## src/rtl/riscv_core_lsu_amo.sv

```systemverilog
// Load/store/atomic initiator for the core data memory port.
// Sequences loads, stores, RV64A AMOs and LR/SC, and holds the LR reservation.
module riscv_core_lsu_amo #(
    parameter int XLEN = 64,
    parameter int MLEN = 256
) (
    input  logic            i_data_mem_clk,
    input  logic            i_data_mem_rst_n,
    input  logic            i_lsu_valid,
    output logic            o_lsu_ready,
    input  logic [1:0]      i_lsu_op,
    input  logic [4:0]      i_lsu_funct5,
    input  logic [1:0]      i_lsu_size,
    input  logic            i_lsu_unsigned,
    input  logic [XLEN-1:0] i_lsu_base,
    input  logic [XLEN-1:0] i_lsu_offset,
    input  logic [XLEN-1:0] i_lsu_wdata,
    output logic            o_lsu_done,
    output logic [XLEN-1:0] o_lsu_rdata,
    output logic            o_lsu_fault,
    output logic            o_mem_w_en,
    output logic            o_mem_ld_extend,
    output logic [1:0]      o_mem_r_w_size,
    output logic [XLEN-1:0] o_mem_address,
    output logic [XLEN-1:0] o_mem_wdata,
    input  logic [XLEN-1:0] i_mem_rdata
);
    localparam logic [1:0] OP_LD = 2'b00, OP_ST = 2'b01, OP_AMO = 2'b10;
    localparam logic [4:0] F_ADD = 5'b00000, F_SWAP = 5'b00001, F_LR = 5'b00010,
                           F_SC = 5'b00011, F_XOR = 5'b00100, F_OR = 5'b01000,
                           F_AND = 5'b01100, F_MIN = 5'b10000, F_MAX = 5'b10100,
                           F_MINU = 5'b11000, F_MAXU = 5'b11100;

    typedef enum logic [2:0] {IDLE, ACCESS, AMO_RD, AMO_WR, RESP} state_e;
    state_e state_q, state_d;

    logic [1:0]      op_q;
    logic [4:0]      f5_q;
    logic [1:0]      size_q;
    logic            uns_q, fault_q, sc_ok_q;
    logic [XLEN-1:0] addr_q, wdata_q, rdata_q;
    logic            res_vld_q;
    logic [XLEN-4:0] res_addr_q;

    // Request decode and fault check at acceptance.
    logic            accept, is_amo_in, f5_legal, misalign, oor, fault_in;
    logic [XLEN-1:0] addr;
    logic [3:0]      nbytes;

    assign accept    = i_lsu_valid & o_lsu_ready;
    assign addr      = i_lsu_base + i_lsu_offset;
    assign nbytes    = 4'd1 << i_lsu_size;
    assign is_amo_in = (i_lsu_op == OP_AMO);

    always_comb begin
        f5_legal = 1'b0;
        case (i_lsu_funct5)
            F_ADD, F_SWAP, F_LR, F_SC, F_XOR, F_OR, F_AND,
            F_MIN, F_MAX, F_MINU, F_MAXU: f5_legal = 1'b1;
            default: f5_legal = 1'b0;
        endcase
        misalign = 1'b0;
        case (i_lsu_size)
            2'b01:   misalign = addr[0];
            2'b10:   misalign = |addr[1:0];
            2'b11:   misalign = |addr[2:0];
            default: misalign = 1'b0;
        endcase
    end

    // Written as a subtraction so a huge addr cannot wrap past the check.
    assign oor      = addr > (XLEN'(MLEN) - XLEN'(nbytes));
    assign fault_in = misalign | oor | (i_lsu_op == 2'b11)
                    | (is_amo_in & ~i_lsu_size[1]) | (is_amo_in & ~f5_legal);

    logic is_lr_q, is_sc_q, res_hit_q;
    assign is_lr_q   = (op_q == OP_AMO) && (f5_q == F_LR);
    assign is_sc_q   = (op_q == OP_AMO) && (f5_q == F_SC);
    assign res_hit_q = (addr_q[XLEN-1:3] == res_addr_q);

    // AMO datapath; rdata_q holds the old value from AMO_RD onward.
    logic            is_w;
    logic [XLEN-1:0] a_s, a_u, b_s, b_u, amo_r, amo_wdata;
    logic            lt_s, lt_u;

    always_comb begin
        is_w = (size_q == 2'b10);
        a_s  = is_w ? {{(XLEN-32){rdata_q[31]}}, rdata_q[31:0]} : rdata_q;
        a_u  = is_w ? {{(XLEN-32){1'b0}}, rdata_q[31:0]} : rdata_q;
        b_s  = is_w ? {{(XLEN-32){wdata_q[31]}}, wdata_q[31:0]} : wdata_q;
        b_u  = is_w ? {{(XLEN-32){1'b0}}, wdata_q[31:0]} : wdata_q;
        lt_s = $signed(a_s) < $signed(b_s);
        lt_u = a_u < b_u;
        case (f5_q)
            F_ADD:   amo_r = a_s + b_s;
            F_XOR:   amo_r = a_s ^ b_s;
            F_OR:    amo_r = a_s | b_s;
            F_AND:   amo_r = a_s & b_s;
            F_MIN:   amo_r = lt_s ? a_s : b_s;
            F_MAX:   amo_r = lt_s ? b_s : a_s;
            F_MINU:  amo_r = lt_u ? a_u : b_u;
            F_MAXU:  amo_r = lt_u ? b_u : a_u;
            default: amo_r = b_s;
        endcase
        amo_wdata = is_w ? {{(XLEN-32){amo_r[31]}}, amo_r[31:0]} : amo_r;
    end

    always_ff @(posedge i_data_mem_clk or negedge i_data_mem_rst_n) begin
        if (!i_data_mem_rst_n) state_q <= IDLE;
        else                   state_q <= state_d;
    end

    always_comb begin
        state_d = state_q;
        case (state_q)
            IDLE: if (accept) begin
                if (fault_in)                                    state_d = RESP;
                else if (is_amo_in && i_lsu_funct5 != F_LR &&
                         i_lsu_funct5 != F_SC)                   state_d = AMO_RD;
                else                                             state_d = ACCESS;
            end
            ACCESS:  state_d = RESP;
            AMO_RD:  state_d = AMO_WR;
            AMO_WR:  state_d = RESP;
            RESP:    state_d = IDLE;
            default: state_d = IDLE;
        endcase
    end

    always_comb begin
        o_lsu_ready     = (state_q == IDLE);
        o_lsu_done      = (state_q == RESP);
        o_lsu_fault     = (state_q == RESP) & fault_q;
        o_lsu_rdata     = rdata_q;
        o_mem_w_en      = 1'b0;
        o_mem_ld_extend = 1'b0;
        o_mem_r_w_size  = 2'b00;
        o_mem_address   = '0;
        o_mem_wdata     = '0;
        case (state_q)
            ACCESS: begin
                o_mem_r_w_size  = size_q;
                o_mem_address   = addr_q;
                o_mem_wdata     = wdata_q;
                o_mem_w_en      = (op_q == OP_ST) | (is_sc_q & sc_ok_q);
                o_mem_ld_extend = (op_q == OP_LD) ? ~uns_q : is_lr_q;
            end
            AMO_RD: begin
                o_mem_r_w_size  = size_q;
                o_mem_address   = addr_q;
                o_mem_ld_extend = 1'b1;
            end
            AMO_WR: begin
                o_mem_r_w_size  = size_q;
                o_mem_address   = addr_q;
                o_mem_wdata     = amo_wdata;
                o_mem_w_en      = 1'b1;
            end
            default: ;
        endcase
    end

    always_ff @(posedge i_data_mem_clk or negedge i_data_mem_rst_n) begin
        if (!i_data_mem_rst_n) begin
            op_q       <= '0;
            f5_q       <= '0;
            size_q     <= '0;
            uns_q      <= 1'b0;
            fault_q    <= 1'b0;
            sc_ok_q    <= 1'b0;
            addr_q     <= '0;
            wdata_q    <= '0;
            rdata_q    <= '0;
            res_vld_q  <= 1'b0;
            res_addr_q <= '0;
        end else begin
            case (state_q)
                IDLE: if (accept) begin
                    op_q    <= i_lsu_op;
                    f5_q    <= i_lsu_funct5;
                    size_q  <= i_lsu_size;
                    uns_q   <= i_lsu_unsigned;
                    addr_q  <= addr;
                    wdata_q <= i_lsu_wdata;
                    fault_q <= fault_in;
                    rdata_q <= '0;
                    sc_ok_q <= res_vld_q && (addr[XLEN-1:3] == res_addr_q);
                    if (is_amo_in && i_lsu_funct5 == F_SC)
                        res_vld_q <= 1'b0;
                    else if (is_amo_in && i_lsu_funct5 == F_LR && !fault_in) begin
                        res_vld_q  <= 1'b1;
                        res_addr_q <= addr[XLEN-1:3];
                    end
                end
                ACCESS: begin
                    if (op_q == OP_LD || is_lr_q) rdata_q <= i_mem_rdata;
                    if (is_sc_q)                  rdata_q <= {{(XLEN-1){1'b0}}, ~sc_ok_q};
                    if (op_q == OP_ST && res_hit_q) res_vld_q <= 1'b0;
                end
                AMO_RD: rdata_q <= i_mem_rdata;
                AMO_WR: if (res_hit_q) res_vld_q <= 1'b0;
                default: ;
            endcase
        end
    end
endmodule

```

## config.mk

```make
export PLATFORM = sky130hd
export DESIGN_NAME = riscv_core_lsu_amo
export DESIGN_NICKNAME = d
export VERILOG_FILES = /design/src/rtl/riscv_core_lsu_amo.sv
export SDC_FILE = /design/constraint.sdc
export NUM_CORES = 1
export LEC_CHECK = 0
export BUFFER_PORTS_ARGS = -buffer_cell sky130_fd_sc_hd__buf_2
export CAP_MARGIN = 25
export CORE_ASPECT_RATIO = 0.7
export CORE_UTILIZATION = 50
export DETAILED_ROUTE_END_ITERATION = 8
export PLACE_DENSITY = 0.72
export SLEW_MARGIN = 15
export SYNTH_ARGS = -nofsm -noshare
export SYNTH_HDL_FRONTEND = slang
export SYNTH_SLANG_ARGS = --single-unit
```

## constraint.sdc

```tcl
create_clock -name i_data_mem_clk -period 8.2 [get_ports i_data_mem_clk]
set_clock_uncertainty 0.1 [all_clocks]
set_input_delay 1.64 -clock i_data_mem_clk [delete_from_list [all_inputs] [get_ports i_data_mem_clk]]
set_output_delay 1.64 -clock i_data_mem_clk [all_outputs]
set_load 0.01 [all_outputs]
```

==> results of run 1 <==
==> through the flow <==
step / instance area, um2 / total power [uW]
finish: 33100 / 4900
global route: 33100 / 5120
CTS: 33100 / 4830
detailed placement: 32100 / 3460
global placement: 32100 / 3460
floorplan: 29100 / 2760
==> worst max-delay path by stage <==
stage                     cells after the start                   from  slack (ps)              end
after global routing                         19  size_q[1]$_DFFE_PN0P_          10  o_mem_wdata[17]
final                                        19  size_q[1]$_DFFE_PN0P_         220  o_mem_wdata[58]
after floorplan                              22  size_q[0]$_DFFE_PN0P_        1610  o_mem_wdata[44]
after detailed placement                     18  size_q[0]$_DFFE_PN0P_         610  o_mem_wdata[40]
after global placement                       19  size_q[0]$_DFFE_PN0P_         720  o_mem_wdata[40]
after CTS                                    19  size_q[0]$_DFFE_PN0P_          30  o_mem_wdata[40]
==> metal layers <==
layer | vias to the layer above | GRT usage (%) | part of all wire [%]
met5 | - | 0 | 0.10
met4 | 22 | 10.2 | 3.1
met3 | 246 | 13.1 | 14
met2 | 1954 | 53.9 | 39
met1 | 14983 | 58.9 | 44
li1 | 14456 | - | -
==> cells in the final DEF, fill, tap and decap left out, types with 23 or more instances in the layout <==
cell type	count
a31oi_1	38
a211oi_1	41
xnor2_1	135
nor4_1	39
a21oi_1	337
nand2b_1	30
o21a_1	23
o211ai_1	36
nor2b_1	24
xor2_1	83
a22o_1	75
nor2_1	232
and3_1	34
buf_4	69
nand3_1	54
a221oi_1	32
nand4_1	70
ha_1	296
or2_2	47
and2_1	162
buf_2	466
dfrtp_1	268
nor3_1	56
o21bai_1	23
clkbuf_16	28
a21o_1	83
o21ai_0	325
nand2_1	569
inv_1	198
==> state kept, by name, summed over array words and instances (netlist names), 2 cells and up <==
| register | count |
|---|---|
| addr_q | 64 |
| o_lsu_rdata | 64 |
| wdata_q | 64 |
| res_addr_q | 61 |
| f5_q | 5 |
| state_q | 3 |
| op_q | 2 |
| size_q | 2 |
==> worst min-delay path, delay by kind of cell, from the launching register on <==
family | cells | cell delay [ps]
and+or+nand+nor | 2 | 100
DFF | 1 | 330
==> layout make-up <==
class,instances,area [um2],share of cell area [%]
timing repair buffer,542,2990,9.02
clock buffer,37,795,2.40
inverter,198,743,2.24
antenna,7,17.5,0.0529
sequential,269,6730,20.3
tap,750,938,2.83
clock inverter,13,155,0.469
multi-input combinational,3167,20700,62.6
==> cell families (layout without fill, tap and decap cells) <==
family / after synthesis / count (layout) / synth area share (%)
xor gates and xnor gates: 223 / 223 / 6.96
other: 1 / 9 / 0.0129
DFF: 269 / 269 / 23.1
AOI/OAI and AO/OA: 1218 / 1218 / 26.9
and+or+nand+nor: 1409 / 1409 / 23.4
adders and majority gates: 298 / 298 / 12.9
buffers and inverters: 439 / 790 / 5.95
muxes: 17 / 17 / 0.680
==> power by group through the flow <==
stage	logic [uW]	clock network [uW]	registers, uW
global placement	1870	0	1590
CTS	1880	1380	1570
detailed placement	1870	0	1590
global route	2110	1430	1590
finish	1960	1370	1570
floorplan	1210	0	1550
==> timing repair <==
| action | CTS | global route |
|---|---|---|
| pin swaps | 0 | 0 |
| endpoints found under the setup margin | 9 | 62 |
| setup buffers | 0 | 0 |
| gates resized for setup | 3 | 6 |
==> results.yml, run 1 <==
critical_path:
  cpPeakStageDelay_ps: 530
  cp_max_fo: 38
  path_common_cell: "buf_4"
  startpoint_type: "register"
  critPathBufInv: 4
  cp_slowest_cell: "a2111oi_0"
  endpoint_kind: "output port"
  arrival_ps: 6240
  regToRegSetupSlack_ps: 3680
  crit_type: "reg2out"
  worstPathCellList: "nand2b_4 -> nor2_1 -> buf_4 -> or2_2 -> ha_1 -> inv_1 -> a211o_1 -> or3b_2 -> a2111oi_0 -> mux2i_1 -> o21ai_1 -> a211oi_1 -> a311oi_2 -> o311ai_1 -> nand3_1 -> buf_4 -> a21oi_1 -> a31oi_1 -> buf_2"
  rr_endpoint: "o_lsu_rdata[31]$_DFFE_PN0P_"
  crit_family: "compound AO/OA/AOI/OAI gates"
  rr_worst_depth: 10
  cp_data_required_time_ps: 6460
  r2r_start: "f5_q[2]$_DFFE_PN0P_"
die:
  num_rows: 73
  core-area_um2: 57100
  die_area_um2: 59200
  die_x_um: 290
  io_pins: 468
  start_util_pct: 51.0
  fp.dieH_um: 204
place:
  place.gp.congestion: 1.02
  dp_hpwl_um: 93800
  port_buffers: 467
  dp_slack_ps: 615
  dp_cells: 4926
global_routing:
  grtUsageTotal_pct: 39.6
  grt-ovfl-total: 0
  grt_max_degree: 125
  antenna_found_initial: 14
  grt_pass1_vias: 28854
  grt_pass1_wl_um: 181000
pwr:
  intPower_uw: 2840
  sw_frac_of_total_pct: 42.1
  power.density_nw_per_um2: 148
  max-vdd-ir-drop_v: 0.000154
  p_leak_uw: 0.0161
  p_clk_share_pct: 27.8
  power_frac_seq_pct: 32.1
  combPwrFrac_pct: 40.1
  p_sw_uw: 2070
sta:
  fmax_ghz: 0.125
  slew_headroom_pct: 31.1
  rsz0062_at_grt: "no"
  finalCriticalPeriod_ps: 7980
  tightestPinTransition_ps: 1030
  min_period_over_period_pct: 97.4
  hold_violations: 0
  fin_hold_ws_ps: 367
  tns_ps: 0
  finalSetupViolations: 0
  maxSlewViolCount: 0
  postLayoutSetupSlackWorst_ps: 216
drt:
  via_count: 31661
  post_drt_via_cell_ratio: 6.35
  drtAntennaViolNets: 0
  route.detailed.drc: 0
  avgRoutedWirePerCell_um: 24.3
  drtIter0Drc: 3894
  wirelength_um: 121000
  firstDrtPassIters: 8
final_layout:
  fin_util_pct: 58.0
  num-fill-cells: 5424
  nets: 4773
  fin_cells: 4983
  area_growth_pct: 13.8
  drive_above_1_share_pct: 16.6
clocking:
  clockBufferDepth: 3
  cts_tree: "done"
  cts_root_buf: "clkbuf_16"
  clock_latency_ps: 610
  path_clk_slew_ps: 60
  clock_sinks: 269
  cts_max_level: 1
  postCtsHoldBufs: 0
  numCtsBuffers: 28
logic_synthesis:
  synth.avg_cell_area_um2: 7.51
  synthTopCellsByArea: "dfrtp_1 23%, ha_1 13%, nand2_1 7.4%"
  synth.top_cell.area_share_pct: 23.1
  yosysSeqAreaShare_pct: 23.1
  yosys_most_used_dff: "dfrtp_1"
  synth_area_leader_cell: "dfrtp_1"
  ys_seq_elements: 269
  synth_most_common_cell: "nand2_1"
  synthCells: 3874
  synth_async_sr_flop_share_pct: 100
  synth_edf_count: 0
  synth_cell_types: 102
  syn_area_um2: 29100
  synth_warnings: 0
  ys_top_cells_by_count: "571 x nand2_1, 337 x a21oi_1, 325 x o21ai_0"
min_path:
  worstHoldStart: "addr_q[1]$_DFFE_PN0P_"
  hp-class: "reg2reg"
  whs_path_depth: 2
  whs_endpoint: "addr_q[1]$_DFFE_PN0P_"
flow_run:
  cap_viol_max_count: 0
status:
  outcome: "finished, final reports clean"
No activity file was read; power rests on OpenSTA's default activity.
==> run 2, diff against run 1 <==
MAX_ROUTING_LAYER = met4   (was unset)
clock period = 9.6 ns   (was 8.2 ns; I/O delays follow)
==> results.yml, run 2 (synthesized netlist as in run 1, its figures left out) <==
status:
  outcome: "finished, final reports clean"
drt:
  route.detailed.drc: 0
  drtAntennaViolNets: 0
  via_count: 31492
  post_drt_via_cell_ratio: 6.35
  wirelength_um: 118000
  firstDrtPassIters: 6
  drtIter0Drc: 4002
  avgRoutedWirePerCell_um: 23.8
place:
  dp_slack_ps: 976
  port_buffers: 467
  dp_hpwl_um: 90300
  place.gp.congestion: 1.14
  place_area_um2: 31800
clocking:
  cts_tree: "done"
  postCtsSetupBuffers: 0
  cts_root_buf: "clkbuf_16"
  numCtsBuffers: 28
  clock_sinks: 269
  path_clk_slew_ps: 60
  clockBufferDepth: 3
  cts_max_level: 1
  cts_resized: 0
  clock_latency_ps: 600
  postCtsHoldBufs: 0
sta:
  fmax_ghz: 0.107
  maxSlewViolCount: 0
  finalSetupViolations: 0
  finalCriticalPeriod_ps: 9360
  tns_ps: 0
  rsz0062_at_grt: "no"
  tightestPinTransition_ps: 1140
  min_period_over_period_pct: 97.5
  postLayoutSetupSlackWorst_ps: 241
  slew_headroom_pct: 23.2
  hold_violations: 0
critical_path:
  arrival_ps: 7340
  path_common_cell: "nand2_1"
  critPathBufInv: 3
  worstPathCellList: "nor2b_1 -> buf_4 -> nand2_1 -> nand2_1 -> ha_1 -> nor2b_1 -> o311ai_0 -> a311oi_1 -> nor4_2 -> a21boi_0 -> a2111o_1 -> o32ai_2 -> buf_4 -> nand2_1 -> o311ai_1 -> and3_1 -> o21ai_0 -> a22o_1 -> buf_2"
  cp_data_required_time_ps: 7580
  cp_slowest_cell: "nor4_2"
  startpoint_type: "register"
  crit_family: "simple AND/OR/NAND/NOR gates"
  endpoint_kind: "output port"
  cp_max_fo: 16
  cpPeakStageDelay_ps: 620
  crit_type: "reg2out"
die:
  die_x_um: 290
  num_rows: 73
  fp.dieH_um: 204
  core-area_um2: 57100
  io_pins: 468
  start_util_pct: 51.0
  die_area_um2: 59200
final_layout:
  design_area_um2: 32800
  area_growth_pct: 12.9
  drive_above_1_share_pct: 16.0
  final_common_cell: "nand2_1"
  num-fill-cells: 5408
  mostFrequentLayoutCells: "569 x nand2_1, 467 x buf_2, 337 x a21oi_1"
  nets: 4750
pwr:
  power.density_nw_per_um2: 127
  p_leak_uw: 0.0160
  max-vdd-ir-drop_v: 0.000126
global_routing:
  antenna_found_initial: 11
  grt_pass1_vias: 28211
  grtUsageTotal_pct: 39.5
  grt-ovfl-total: 0
  grt_pass1_wl_um: 175000
  grt_max_degree: 94
flow_run:
  cap_viol_max_count: 0
min_path:
  hp-class: "reg2reg"
## run 2: cell count changes in the layout (fill, tap and decap cells not counted), sizes merged
cell and delta:
clkinv -4, buf -24, diode +3, bufinv +1, clkbuf +3
## run 2: per-stage QoR
| step | power (uW) | hold slack (ps) | util (%) | std cells |
|---|---|---|---|---|
| after floorplan | 2360 | 338 | - | 3875 |
| after global placement | 2910 | 356 | 55.8 | 4901 |
| after detailed placement | 2920 | 355 | 55.8 | 4901 |
| after CTS | 4100 | 371 | 57.4 | 4950 |
| after global routing | 4350 | 395 | 57.5 | 4960 |
| final | 4160 | 369 | 57.5 | 4962 |
## run 2: worst paths after layout
check	endpoint	cells after the start	slack, ps	startpoint
worst max-delay path	o_mem_wdata[52]	19	240	size_q[1]$_DFFE_PN0P_
worst min-delay path	addr_q[1]$_DFFE_PN0P_	2	370	addr_q[1]$_DFFE_PN0P_
min in group asynchronous	wdata_q[24]$_DFFE_PN0P_	1	1230	i_data_mem_rst_n
max in group asynchronous	res_addr_q[8]$_DFFE_PN0P_	2	6770	i_data_mem_rst_n
worst max register to register	sc_ok_q$_DFFE_PN0P_	10	5630	state_q[1]$_DFFE_PN0P_
worst min register to register	addr_q[1]$_DFFE_PN0P_	2	370	addr_q[1]$_DFFE_PN0P_
## run 2: area by class of cell
class | count | area [um2] | share of cell area (%)
flip-flops and latches | 269 | 6730 | 20.5
inverters | 198 | 743 | 2.26
clock buffers | 39 | 813 | 2.48
repair buffers | 519 | 2730 | 8.32
well taps | 750 | 938 | 2.86
clock inverters | 10 | 134 | 0.408
diodes | 10 | 25.0 | 0.0762
multi-input cells | 3167 | 20700 | 63.1
## run 2: layer usage
| metal | track usage [%] | part of all wire [%] | vias to the layer above |
|---|---|---|---|
| met5 | - | 0 | - |
| met4 | 10.3 | 3.0 | 0 |
| met3 | 10.5 | 13 | 207 |
| met2 | 52.6 | 39 | 1793 |
| met1 | 57.8 | 45 | 15060 |
| li1 | - | - | 14432 |
## run 2: power breakdown
part           switching (uW)  internal (uW)  total [uW]
sequential                113           1240        1350
combinational            1110            529        1640
clock                     506            668        1170
total                    1730           2430        4160
## run 2: worst reg2reg max path: cells and delay by family (launching register included)
family	cells	cell delay (ps)
and+or+nand+nor	7	2520
AOI/OAI and AO/OA	3	650
DFF	1	620
